## src/rtl/pc_sequencer.sv

```systemverilog
// rtl/pc_sequencer.sv - fetch PC sequencing FSM; optional alignment check via PCSEQ_ALIGN_CHECK_EN
module pc_sequencer #(
    parameter logic [31:0] RESET_VECTOR = 32'h00000000,
    parameter logic [31:0] EXC_VECTOR   = 32'h80000180,
    parameter int          FLUSH_CYCLES = 1,
    parameter int          STALL_LIMIT  = 16
) (
    input  logic        Clk,
    input  logic        Reset,
    input  logic [31:0] PCResult,
    input  logic        BranchTaken,
    input  logic [31:0] BranchTarget,
    input  logic        Jump,
    input  logic [31:0] JumpTarget,
    input  logic        HazardStall,
    input  logic        IMemReady,
    output logic [31:0] PCNext,
    output logic        PCWrite,
    output logic        IF_Flush,
    output logic        StallTimeout,
    output logic        AlignFault,
    output logic [1:0]  SeqState
);

    typedef enum logic [1:0] {
        BOOT  = 2'd0,
        RUN   = 2'd1,
        FLUSH = 2'd2,
        HALT  = 2'd3
    } state_t;

    localparam logic [2:0] FLUSH_LOAD = 3'(FLUSH_CYCLES - 1);
    localparam logic [7:0] STALL_MAX  = 8'(STALL_LIMIT);

    state_t      state_q, state_d;
    logic [2:0]  flush_q, flush_d;
    logic [7:0]  stall_q, stall_d;
    logic        timeout_q, timeout_d;
    logic [31:0] raw_target, redirect_pc, pc_next;
    logic        pc_write, if_flush, redirect_fire;

    // Branch wins over jump: it belongs to the older instruction.
    assign raw_target = BranchTaken ? BranchTarget : JumpTarget;

`ifdef PCSEQ_ALIGN_CHECK_EN
    logic align_q;
    logic misaligned;

    assign misaligned  = (raw_target[1:0] != 2'b00);
    assign redirect_pc = misaligned ? EXC_VECTOR : raw_target;
    assign AlignFault  = align_q;

    always_ff @(posedge Clk or negedge Reset) begin
        if (!Reset) begin
            align_q <= 1'b0;
        end else if (redirect_fire && misaligned) begin
            align_q <= 1'b1;
        end
    end
`else
    logic unused_exc;

    assign unused_exc  = ^EXC_VECTOR;
    assign redirect_pc = raw_target;
    assign AlignFault  = 1'b0;
`endif

    always_comb begin
        state_d       = state_q;
        flush_d       = flush_q;
        stall_d       = stall_q;
        timeout_d     = timeout_q;
        pc_next       = PCResult;
        pc_write      = 1'b0;
        if_flush      = 1'b0;
        redirect_fire = 1'b0;
        case (state_q)
            BOOT: begin
                pc_next  = RESET_VECTOR;
                pc_write = 1'b1;
                if_flush = 1'b1;
                state_d  = RUN;
            end
            RUN, FLUSH: begin
                if (state_q == FLUSH) begin
                    if_flush = 1'b1;
                    flush_d  = flush_q - 3'd1;
                    if (flush_q == 3'd1) begin
                        state_d = RUN;
                    end
                end
                if (BranchTaken || Jump) begin
                    redirect_fire = 1'b1;
                    pc_next       = redirect_pc;
                    pc_write      = 1'b1;
                    if_flush      = 1'b1;
                    flush_d       = FLUSH_LOAD;
                    stall_d       = 8'd0;
                    state_d       = (FLUSH_LOAD != 3'd0) ? FLUSH : RUN;
                end else if (HazardStall || !IMemReady) begin
                    stall_d = stall_q + 8'd1;
                    if (stall_d == STALL_MAX) begin
                        timeout_d = 1'b1;
                        state_d   = HALT;
                    end
                end else begin
                    pc_next  = PCResult + 32'd4;
                    pc_write = 1'b1;
                    stall_d  = 8'd0;
                end
            end
            default: begin
                if_flush = 1'b1;
            end
        endcase
    end

    always_ff @(posedge Clk or negedge Reset) begin
        if (!Reset) begin
            state_q   <= BOOT;
            flush_q   <= 3'd0;
            stall_q   <= 8'd0;
            timeout_q <= 1'b0;
        end else begin
            state_q   <= state_d;
            flush_q   <= flush_d;
            stall_q   <= stall_d;
            timeout_q <= timeout_d;
        end
    end

    // Reset holds the state in BOOT, so only the load enable needs gating.
    assign PCNext       = pc_next;
    assign PCWrite      = pc_write & Reset;
    assign IF_Flush     = if_flush;
    assign StallTimeout = timeout_q;
    assign SeqState     = state_q;

endmodule

```

## config.mk

```make
export PLATFORM = sky130hd
export DESIGN_NAME = pc_sequencer
export DESIGN_NICKNAME = d
export VERILOG_FILES = /design/src/rtl/pc_sequencer.sv
export SDC_FILE = /design/constraint.sdc
export NUM_CORES = 1
export LEC_CHECK = 0
export ABC_AREA = 1
export BUFFER_PORTS_ARGS = -buffer_cell sky130_fd_sc_hd__buf_2
export CAP_MARGIN = 25
export CORE_MARGIN = 3
export CORE_UTILIZATION = 47
export DETAILED_ROUTE_END_ITERATION = 10
export HOLD_SLACK_MARGIN = 0.05
export PLACE_DENSITY = 0.93
export SLEW_MARGIN = 5
export SYNTH_ARGS = -nofsm -noshare
export SYNTH_HDL_FRONTEND = slang
export SYNTH_SLANG_ARGS = --single-unit
```

## constraint.sdc

```tcl
create_clock -name Clk -period 2.2 [get_ports Clk]
set_clock_uncertainty 0.15 [all_clocks]
set_input_delay 0.33 -clock Clk [delete_from_list [all_inputs] [get_ports Clk]]
set_output_delay 0.33 -clock Clk [all_outputs]
set_load 0.005 [all_outputs]
```

==> impl_metrics.py <==
metrics = {
    "run_status": {
        "status": "finished, violations left",
        "violations": "setup timing",
    },
    "global_routing": {
        "grt_pass1_vias": 3476,
        "grt_max_degree": 30,
        "grt.total_usage_pct": 28.8,
        "grt_pass1_wl_um": 15200,
        "grt_antenna_before_repair": 0,
        "overflow": 0,
    },
    "power": {
        "p_per_area_nw_per_um2": 233,
        "p_leak_nw": 1.97,
        "ir_drop_mv": 0.319,
        "design_power_total_uw": 857,
    },
    "yosys": {
        "syn_inst": 477,
        "syn_area_um2": 2650,
        "async_flop_share_pct": 100,
        "yosys_warnings": 0,
        "synth_compound_area_share_pct": 22.6,
        "syn_area_per_cell_um2": 5.55,
        "synth-xor-area-share_pct": 0.331,
        "synth_seq_cells": 14,
        "syn-num-nets": 587,
        "yosysSeqAreaShare_pct": 13.2,
        "yosys.area_share.simple_pct": 48.0,
        "synthAdderAreaFrac_pct": 3.78,
        "synth_top_family_by_area": "simple AND/OR/NAND/NOR gates",
        "synthFlopType": "dfrtp_1",
        "muxShareOfSynthArea_pct": 0,
        "synth_edf_count": 0,
        "synthDistinctLibCells": 36,
    },
    "worst_setup_path": {
        "path_buf_inv": 3,
        "max_stage_delay_ns": 0.40,
        "cp_data_required_time_ns": 1.72,
        "cpLargestDelayFamily": "flip-flops",
        "path_class": "flop to primary output",
        "worstPathArrival_ns": 1.73,
        "worstSetupEndpointType": "primary output",
        "critPathLaunchType": "flop",
        "crit_chain": "inv_2 > ha_4 > nand2_4 > buf_8 > nor3_1 > o2bb2ai_1 > buf_2",
        "worstPathMaxFanout": 11,
        "crit_path_top_delay_cell": "dfrtp_1",
    },
    "cells_and_area": {
        "mostFrequentLayoutCells": "nand2_1 (162), buf_2 (136), nor2_1 (52)",
        "area_growth_pct": 39.0,
        "final_common_cell": "nand2_1",
        "fin_nets": 733,
        "drive_gt1_share_pct": 35.2,
        "n_antenna_cell": 0,
        "fill_cells": 460,
    },
    "routing": {
        "via_per_inst": 5.66,
        "antenna_left": 0,
        "wire_per_inst_um": 14.9,
        "drc": 0,
        "first_iter_violations": 387,
        "vias": 3917,
        "drt_pass1_iterations": 5,
        "wl_um": 10300,
    },
    "die": {
        "die_h_um": 81.0,
        "die_w_um": 81.0,
        "coreArea_um2": 5270,
        "num_rows": 26,
        "start_util_pct": 50.2,
        "die_area_um2": 6560,
        "ios": 140,
    },
    "timing": {
        "max_slew_margin_pct": 63.7,
        "max_freq_ghz": 0.453,
        "min_period_over_period_pct": 100,
        "finalSetupTns_ns": -0.00769,
        "layout_setup_ws_ns": -0.00769,
        "drv_slew": 0,
        "setup_viol": 1,
        "min_period_ns": 2.21,
        "rsz0062_at_grt": "true",
        "finalHoldViolCount": 0,
        "worst_slew_pin_slew_ns": 0.544,
    },
    "clock_network": {
        "cts_tree": "built",
        "cts-buffers-inserted": 3,
        "insertion_delay_ns": 0.25,
        "clkSinkCount": 14,
        "clockBufferDepth": 2,
        "clk_pin_slew_worst_paths_ns": 0.06,
        "cts_root_buf": "clkbuf_8",
        "htreeDepth": 1,
    },
    "hold_path": {
        "hold_class": "flop to flop",
    },
    "placement": {
        "portBuffers": 138,
        "gp_congestion": 0.954,
        "place_hpwl_um": 7750,
    },
    "run": {
        "max_cap_violations": 0,
    },
}
[state kept, by name, summed over array words and instances (netlist names)]
name,count
flush_q,3
StallTimeout,1
SeqState,2
stall_q,8
[metal layers]
| metal | global-route usage [%] | part of all wire, % | vias to the layer above |
|---|---|---|---|
| met5 | 0 | 0 | - |
| met4 | 11.5 | 3.6 | 0 |
| li1 | - | - | 1875 |
| met1 | 34.1 | 37 | 1755 |
| met3 | 2.55 | 9.3 | 49 |
| met2 | 53.0 | 50 | 238 |
[power breakdown]
| part | total (mW) | switching [mW] | internal (mW) |
|---|---|---|---|
| clock | 0.252 | 0.0937 | 0.159 |
| sequential | 0.260 | 0.000511 | 0.259 |
| combinational | 0.344 | 0.205 | 0.139 |
| total | 0.857 | 0.299 | 0.557 |
[layout make-up]
class                   count  area (um2)  area share [%]
inverters                  57         219            5.96
well taps                  70        87.6            2.38
flip-flops and latches     14         350            9.53
clock buffers               4        55.1            1.50
repair buffers            157         856            23.3
multi-input cells         390        2110            57.4
[per-stage QoR]
step | setup WS, ns | hold slack, ns | std cells | util, % | cell area (um2)
floorplan | 0.308 | -0.116 | 477 | - | 2650
global placement | 0.110 | 0.0947 | 680 | 64.8 | 3410
detailed placement | 0.00482 | 0.0995 | 680 | 64.8 | 3410
CTS | 0.00772 | 0.318 | 690 | 67.5 | 3550
global route | -0.0471 | 0.335 | 692 | 69.8 | 3680
finish | -0.00769 | 0.317 | 692 | 69.8 | 3680
[worst paths after layout]
kind	slack, ns	cells past startpoint	from	to
setup / recovery	-0.008	7	SeqState[0]	PCNext[14]
hold / removal	0.32	1	StallTimeout	StallTimeout
setup reg to reg	0.29	8	SeqState[0]	flush_q[2]
hold reg to reg	0.32	1	StallTimeout	StallTimeout
max in group asynchronous	1.29	2	Reset	stall_q[2]
min in group asynchronous	0.37	2	Reset	flush_q[1]
[Yosys cell counts, drive strengths merged (2+ instances only)]
cell type,n,area share (%)
o2bb2ai,2,0.66
inv,57,8.1
o22ai,4,0.95
dfrtp,14,13
o211ai,2,0.57
o221a,17,7.2
nor3,5,0.95
nand4,12,2.8
o221ai,4,1.3
nand2,172,25
buf,10,2.4
clkbuf,7,1.4
nor2,65,12
a31oi,3,0.71
nand3,34,6.9
a21oi,15,2.8
o21ai,39,7.4
ha,8,3.8
[cells by family (layout without fill, tap and decap cells)]
family / count (synthesis) / after routing
flops: 14 / 14
other cells: 1 / 1
buf+inv: 74 / 218
fa+ha+maj: 8 / 8
compound gates: 89 / 89
simple gates: 290 / 291
xor+xnor: 1 / 1
[timing repair]
action	CTS	global route
hold endpoints to repair	14	0
hold buffers	1	0
gates resized for setup	13	24
setup buffers	4	1
cloned	1	1
pin swaps	2	11
endpoints found under the setup margin	27	22
Note: power is estimated with default switching activity, not from simulation.
